## src/rtl/boss_hp_pkg.sv

```systemverilog
// Shared boss constants: health and phase thresholds, hitbox sizes, FSM encoding.
package boss_hp_pkg;

    localparam logic [9:0] HP_MAX    = 10'd450;
    localparam logic [9:0] HP_PHASE2 = 10'd300;
    localparam logic [9:0] HP_PHASE3 = 10'd150;
    localparam logic [9:0] HIT_DMG   = 10'd10;

    localparam int unsigned BOSS_W = 64;
    localparam int unsigned BOSS_H = 48;
    localparam int unsigned BUL_W  = 4;
    localparam int unsigned BUL_H  = 8;

    localparam int unsigned IFRAME_TICKS = 8;
    localparam int unsigned IFRAME_W     = $clog2(IFRAME_TICKS);
    localparam int unsigned REGEN_TICKS  = 32;
    localparam int unsigned REGEN_W      = $clog2(REGEN_TICKS);

    typedef enum logic [1:0] {
        StWait   = 2'd0,
        StFight  = 2'd1,
        StIframe = 2'd2,
        StDead   = 2'd3
    } boss_state_e;

    // Highest health allowed in the phase that hp currently sits in.
    function automatic logic [9:0] phase_ceiling(input logic [9:0] hp);
        if (hp <= HP_PHASE3) begin
            return HP_PHASE3;
        end else if (hp <= HP_PHASE2) begin
            return HP_PHASE2;
        end else begin
            return HP_MAX;
        end
    endfunction

endpackage

```

## src/rtl/boss_hit_box.sv

```systemverilog
// Combinational AABB overlap between one bullet and the boss hitbox.
// All edges are formed 11 bits wide so hitboxes near x/y=1023 do not wrap.
module boss_hit_box
    import boss_hp_pkg::*;
(
    input  logic       i_bul_v,
    input  logic [9:0] i_bul_x,
    input  logic [9:0] i_bul_y,
    input  logic [9:0] i_boss_x,
    input  logic [9:0] i_boss_y,
    output logic       o_hit
);

    logic [10:0] w_bul_l;
    logic [10:0] w_bul_r;
    logic [10:0] w_bul_t;
    logic [10:0] w_bul_b;
    logic [10:0] w_boss_l;
    logic [10:0] w_boss_r;
    logic [10:0] w_boss_t;
    logic [10:0] w_boss_b;

    assign w_bul_l  = {1'b0, i_bul_x};
    assign w_bul_r  = {1'b0, i_bul_x} + 11'(BUL_W);
    assign w_bul_t  = {1'b0, i_bul_y};
    assign w_bul_b  = {1'b0, i_bul_y} + 11'(BUL_H);
    assign w_boss_l = {1'b0, i_boss_x};
    assign w_boss_r = {1'b0, i_boss_x} + 11'(BOSS_W);
    assign w_boss_t = {1'b0, i_boss_y};
    assign w_boss_b = {1'b0, i_boss_y} + 11'(BOSS_H);

    assign o_hit = i_bul_v
                 & (w_bul_r > w_boss_l) & (w_bul_l < w_boss_r)
                 & (w_bul_b > w_boss_t) & (w_bul_t < w_boss_b);

endmodule

```

## src/rtl/boss_hp.sv

```systemverilog
// Boss health: bullet overlap, damage with invulnerability window, hit pulses, death flag.
// Optional idle regeneration below the current phase ceiling: define BOSS_HP_REGEN_EN.
module boss_hp
    import boss_hp_pkg::*;
(
    input  logic       clk22,
    input  logic       rst,
    input  logic       boss,
    input  logic [9:0] bossx,
    input  logic [9:0] bossy,
    input  logic       b1_v,
    input  logic [9:0] b1x,
    input  logic [9:0] b1y,
    input  logic       b2_v,
    input  logic [9:0] b2x,
    input  logic [9:0] b2y,
    output logic [9:0] bosshp,
    output logic       b1_hit,
    output logic       b2_hit,
    output logic       boss_dead
);

    boss_state_e         r_state;
    boss_state_e         w_state_d;
    logic [9:0]          r_hp;
    logic [9:0]          w_hp_d;
    logic [IFRAME_W-1:0] r_ifr;
    logic [IFRAME_W-1:0] w_ifr_d;
    logic                r_b1_hit;
    logic                w_b1_hit_d;
    logic                r_b2_hit;
    logic                w_b2_hit_d;
    logic                w_ov1;
    logic                w_ov2;
    logic [9:0]          w_dmg;
`ifdef BOSS_HP_REGEN_EN
    logic [REGEN_W-1:0]  r_idle;
    logic [REGEN_W-1:0]  w_idle_d;
`endif

    boss_hit_box u_hit_b1 (
        .i_bul_v  (b1_v),
        .i_bul_x  (b1x),
        .i_bul_y  (b1y),
        .i_boss_x (bossx),
        .i_boss_y (bossy),
        .o_hit    (w_ov1)
    );

    boss_hit_box u_hit_b2 (
        .i_bul_v  (b2_v),
        .i_bul_x  (b2x),
        .i_bul_y  (b2y),
        .i_boss_x (bossx),
        .i_boss_y (bossy),
        .o_hit    (w_ov2)
    );

    assign w_dmg = (w_ov1 ? HIT_DMG : 10'd0) + (w_ov2 ? HIT_DMG : 10'd0);

    // Next state, health, iframe counter and hit pulses.
    always_comb begin
        w_state_d  = r_state;
        w_hp_d     = r_hp;
        w_ifr_d    = r_ifr;
        w_b1_hit_d = 1'b0;
        w_b2_hit_d = 1'b0;
`ifdef BOSS_HP_REGEN_EN
        w_idle_d   = '0;
`endif
        unique case (r_state)
            StWait: begin
                if (boss && (r_hp != 10'd0)) begin
                    w_state_d = StFight;
                end
            end
            StFight: begin
                // Losing the boss wins over any same-tick overlap.
                if (!boss) begin
                    w_state_d = StWait;
                    w_ifr_d   = '0;
                end else begin
                    w_b1_hit_d = w_ov1;
                    w_b2_hit_d = w_ov2;
                    if (w_dmg != 10'd0) begin
                        if (r_hp <= w_dmg) begin
                            w_hp_d    = 10'd0;
                            w_state_d = StDead;
                        end else begin
                            w_hp_d    = r_hp - w_dmg;
                            w_ifr_d   = IFRAME_W'(IFRAME_TICKS - 1);
                            w_state_d = StIframe;
                        end
                    end else begin
`ifdef BOSS_HP_REGEN_EN
                        if (r_idle == REGEN_W'(REGEN_TICKS - 1)) begin
                            w_idle_d = '0;
                            if (r_hp < phase_ceiling(r_hp)) begin
                                w_hp_d = r_hp + 10'd1;
                            end
                        end else begin
                            w_idle_d = r_idle + 1'b1;
                        end
`else
                        // No overlap: health is held.
                        w_hp_d = r_hp;
`endif
                    end
                end
            end
            StIframe: begin
                if (!boss) begin
                    w_state_d = StWait;
                    w_ifr_d   = '0;
                end else begin
                    // Bullets are still absorbed, just without damage.
                    w_b1_hit_d = w_ov1;
                    w_b2_hit_d = w_ov2;
                    if (r_ifr == '0) begin
                        w_state_d = StFight;
                    end else begin
                        w_ifr_d = r_ifr - 1'b1;
                    end
                end
            end
            StDead: begin
                w_hp_d = 10'd0;
            end
        endcase
    end

    // State and output registers with synchronous reset.
    always_ff @(posedge clk22) begin
        if (rst) begin
            r_state  <= StWait;
            r_hp     <= HP_MAX;
            r_ifr    <= '0;
            r_b1_hit <= 1'b0;
            r_b2_hit <= 1'b0;
`ifdef BOSS_HP_REGEN_EN
            r_idle   <= '0;
`endif
        end else begin
            r_state  <= w_state_d;
            r_hp     <= w_hp_d;
            r_ifr    <= w_ifr_d;
            r_b1_hit <= w_b1_hit_d;
            r_b2_hit <= w_b2_hit_d;
`ifdef BOSS_HP_REGEN_EN
            r_idle   <= w_idle_d;
`endif
        end
    end

    assign bosshp    = r_hp;
    assign b1_hit    = r_b1_hit;
    assign b2_hit    = r_b2_hit;
    assign boss_dead = (r_state == StDead);

endmodule
```

## config.mk

```make
export PLATFORM = sky130hd
export DESIGN_NAME = boss_hp
export DESIGN_NICKNAME = d
export VERILOG_FILES = /design/src/rtl/boss_hp_pkg.sv /design/src/rtl/boss_hit_box.sv /design/src/rtl/boss_hp.sv
export SDC_FILE = /design/constraint.sdc
export NUM_CORES = 1
export LEC_CHECK = 0
export BUFFER_PORTS_ARGS = -buffer_cell sky130_fd_sc_hd__buf_2
export CAP_MARGIN = 20
export CORE_AREA = 8 8 91 93
export CTS_CLUSTER_SIZE = 8
export DETAILED_ROUTE_END_ITERATION = 8
export DIE_AREA = 0 0 99 101
export PLACE_DENSITY_LB_ADDON = 0.05
export SETUP_SLACK_MARGIN = 0.4
export SYNTH_ARGS = -nofsm -noshare
export SYNTH_HDL_FRONTEND = slang
export SYNTH_SLANG_ARGS = --single-unit
export TNS_END_PERCENT = 100
```

## constraint.sdc

```tcl
create_clock -name clk22 -period 3.7 [get_ports clk22]
set_input_delay 0.185 -clock clk22 [delete_from_list [all_inputs] [get_ports clk22]]
set_output_delay 0.185 -clock clk22 [all_outputs]
set_load 0.03 [all_outputs]
```

==> out/summary.txt <==
Critical Path AT - 3.91 ns
CTS Root Cell - clkbuf_8
combinational family with the most area after synthesis - adder cells
Worst Hold Depth - 2
Synth top area share - 33.0%
final slew viol count - 0
Hold WC Path Type - in2reg
grt total ovfl - 0
Internal - 0.000518 W
register area - 320 µm²
Seq cells post-synth - 16
Pre-antenna DRT Iters - 5
Mapped Cells - 422
largest net degree at the start of global routing - 18
adder-cell share of the synthesized area - 33.6%
Post-Synth Simple-Gate Area - 23.6%
post-synth net total - 577
CTS tree - done
failing checks - setup timing
Worst R2R End - bosshp[2]
Detailed Route WL - 9.36 mm
Min Clock Period, post-route - 3.75 ns
Critical R2R Launch - bosshp[2]
clock network power share - 18.4%
type of origin of the critical path - input pin
IO Port Bufs - 76
P&R area growth vs syn - 33.7%
synthesized area - 0.00338 mm²
final instance area - 0.00451 mm²
Worst-path clk slew - 0.06 ns
Compound-Gate Fraction of Synth Area - 19.5%
via count of the first global-routing pass - 3593
Finish-stage setup viols - 3
n_diodes - 0
Setup Skew - 0.000972 ns
FMAX - 0.267 GHz
Initial Util - 48.6%
top cells by area, synth - ha_1 33%, dfxtp_1 9.5%, xnor2_1 5.4%, inv_1 4.6%, nand3_1 4.3%
average cell area after synthesis - 8.00 µm²
RSZ-0062 raised after global routing - yes
FP Rows - 31
hold_buf cts - 0
CORE AREA - 0.00694 mm²
Tcrit/Tclk final - 101%
overall routing resource usage - 19.2%
Final GP Congestion - 0.928
Pwr Total - 0.000853 W
Layout Nets - 707
Vias - 3477
critical path type - in2reg
die area - 0.0100 mm²
routed len/inst - 14.8 µm
routed vias/inst - 5.49
hold slack - 0.296 ns
Die Y - 101 µm
FF-to-FF path depth - 9
area of the multi-input gates - 0.00307 mm²
crit path from - b2y[3]
first-pass GRT wire length - 16.2 mm
max cap viols - 0
# fillers - 603
Yosys warnings - 0
Synth area leader - ha_1
Logic pwr share - 58.7%
ys async rst share - 0%
Placement Cell Area - 0.00431 mm²
Sw Ratio - 39.2%
worst-skew pair later-pin latency - 0.25 ns
Switching Power - 0.000335 W
CTS Buffer Depth - 2
LEAKAGE - 2.24 nW
Seq pwr share - 22.9%
hpwl dp - 8.07 mm
outcome - complete, but fails checks
Post-synth EDFFs - 0
flop2flop setup slack - 1.61 ns
setup_tns - -0.104 ns
antenna violations before repair - 0
crit path max fanout - 5
Worst Setup Slack, final - -0.0490 ns
CTS H-tree depth - 1
share of layout cells above drive strength 1 - 31.8%
PD cells - 189 mW/mm²
mux cell area share after synthesis - 0%
endpoints failing hold - 0
initial drt markers - 102
drt drc - 0
Hold Crit Endpoint - bosshp[3]
Seq/Total Area, Yosys - 9.49%
Detail Route Antenna Nets - 0
CP endpoint kind - register
CTS Sinks - 16
critical hold path startpoint - rst
total I/O pin count - 78
Num CTS Buffers - 3
Post-Synth XOR/XNOR Area - 8.30%
top_reg_cell synth - dfxtp_1
count of distinct cell types in the synthesized netlist - 60
Die Wd - 99 µm
VDD IR-drop max - 0.000118 V
Crit path required time - 3.86 ns
[state kept, by name, summed over array words and instances (netlist names)]
| register | flops |
|---|---|
| b2_hit | 1 |
| r_ifr | 3 |
| r_state | 2 |
| b1_hit | 1 |
| bosshp | 9 |
[area by class of cell]
cell class              instances  area share, %
multi-input cells             359           68.0
repair buffers                131           17.9
flip-flops and latches         16           7.10
inverters                      41           3.47
well taps                      82           2.27
clock buffers                   4           1.22
[metal layers]
layer	vias up	routed length, µm	share of wire [%]	global-route usage [%]
li1	1823	-	-	-
met1	1567	4460	48	24.3
met2	81	4340	46	33.4
met3	6	510	5.4	4.07
met4	0	51	0.54	1.65
met5	-	0	0	0
[kinds of logic (layout without fill, tap and decap cells)]
kind of cell	after synthesis	count (layout)
other	1	1
AOI/OAI and AO/OA	93	93
adders and majority gates	90	90
and+or+nand+nor	143	143
xor gates and xnor gates	32	32
DFF	16	16
buffers and inverters	47	176
[power groups by stage]
stage	clock network, W	logic, W	registers, W
global placement	0	0.000470	0.000199
floorplan	0	0.000306	0.000199
detailed placement	0	0.000480	0.000199
global route	0.000173	0.000568	0.000197
finish	0.000157	0.000501	0.000195
CTS	0.000160	0.000493	0.000195
[stage by stage]
stage	setup WS [ns]	std cells	utilization, %
global route	-0.239	633	65.0
global placement	-0.250	625	62.1
CTS	0.0559	630	63.9
finish	-0.0490	633	65.0
floorplan	0.108	422	-
detailed placement	-0.309	625	62.1
[worst max-delay path, cell delays in order]
cell and delay [ns]:
buf_6 0.10, ha_4 0.16, nand3_4 0.08, nor2_2 0.04, xor2_1 0.16, ha_1 0.35
nand2_2 0.08, o311ai_2 0.20, a2111oi_0 0.10, a221oi_1 0.31, nand4_1 0.25, ha_4 0.36
inv_2 0.04, ha_4 0.25, o21a_2 0.13, o31a_4 0.15, nor4_4 0.04, buf_4 0.16
o31a_1 0.26, or4_1 0.41, o31ai_1 0.08
[how the worst max path moves through the flow]
stage | endpoint | cells past startpoint
final | r_ifr[0] | 21
after global routing | r_ifr[1] | 21
after CTS | bosshp[7] | 21
after detailed placement | bosshp[7] | 21
after global placement | r_ifr[1] | 21
after floorplan | r_ifr[0] | 19
[what timing repair did]
action / CTS / global route
setup endpoints to repair: 13 / 13
pin swaps: 10 / 5
hold endpoints to repair: 0 / 0
setup buffers: 1 / 3
resized for setup: 18 / 9
[cells in the mapped netlist, types with 3 or more instances]
master / instances
nor3_1: 10
nor4_1: 3
a21oi_1: 28
nor2b_1: 4
nand2_1: 20
nand3b_1: 5
o311ai_0: 3
nor2_1: 26
o211ai_1: 3
clkbuf_1: 4
o21ai_0: 11
a21o_1: 7
ha_1: 89
o2111ai_1: 3
xor2_1: 11
and4_1: 4
nor3b_1: 4
o21a_1: 3
dfxtp_1: 16
a211oi_1: 4
or4_1: 3
o31ai_1: 4
nand4_1: 12
xnor2_1: 21
and3_1: 7
nand3_1: 29
nand2b_1: 4
inv_1: 41
[placed cells by master, fill, tap and decap left out, drive strengths merged, types with 3 or more instances in the layout]
cell,Yosys,final
a211oi,5,5
a21o,8,8
a21oi,28,28
a221oi,3,3
and3,7,7
and4,4,4
buf,2,131
clkbuf,4,4
dfxtp,16,16
ha,89,89
inv,41,41
nand2,20,20
nand2b,4,4
nand3,29,29
nand3b,5,5
nand4,12,12
nor2,26,26
nor2b,4,4
nor3,12,12
nor3b,4,4
nor4,4,4
o2111ai,3,3
o211ai,3,3
o21a,4,4
o21ai,11,11
o311ai,3,3
o31ai,5,5
or4,4,4
xnor2,21,21
xor2,11,11
Power figures use the tool's default switching activity.
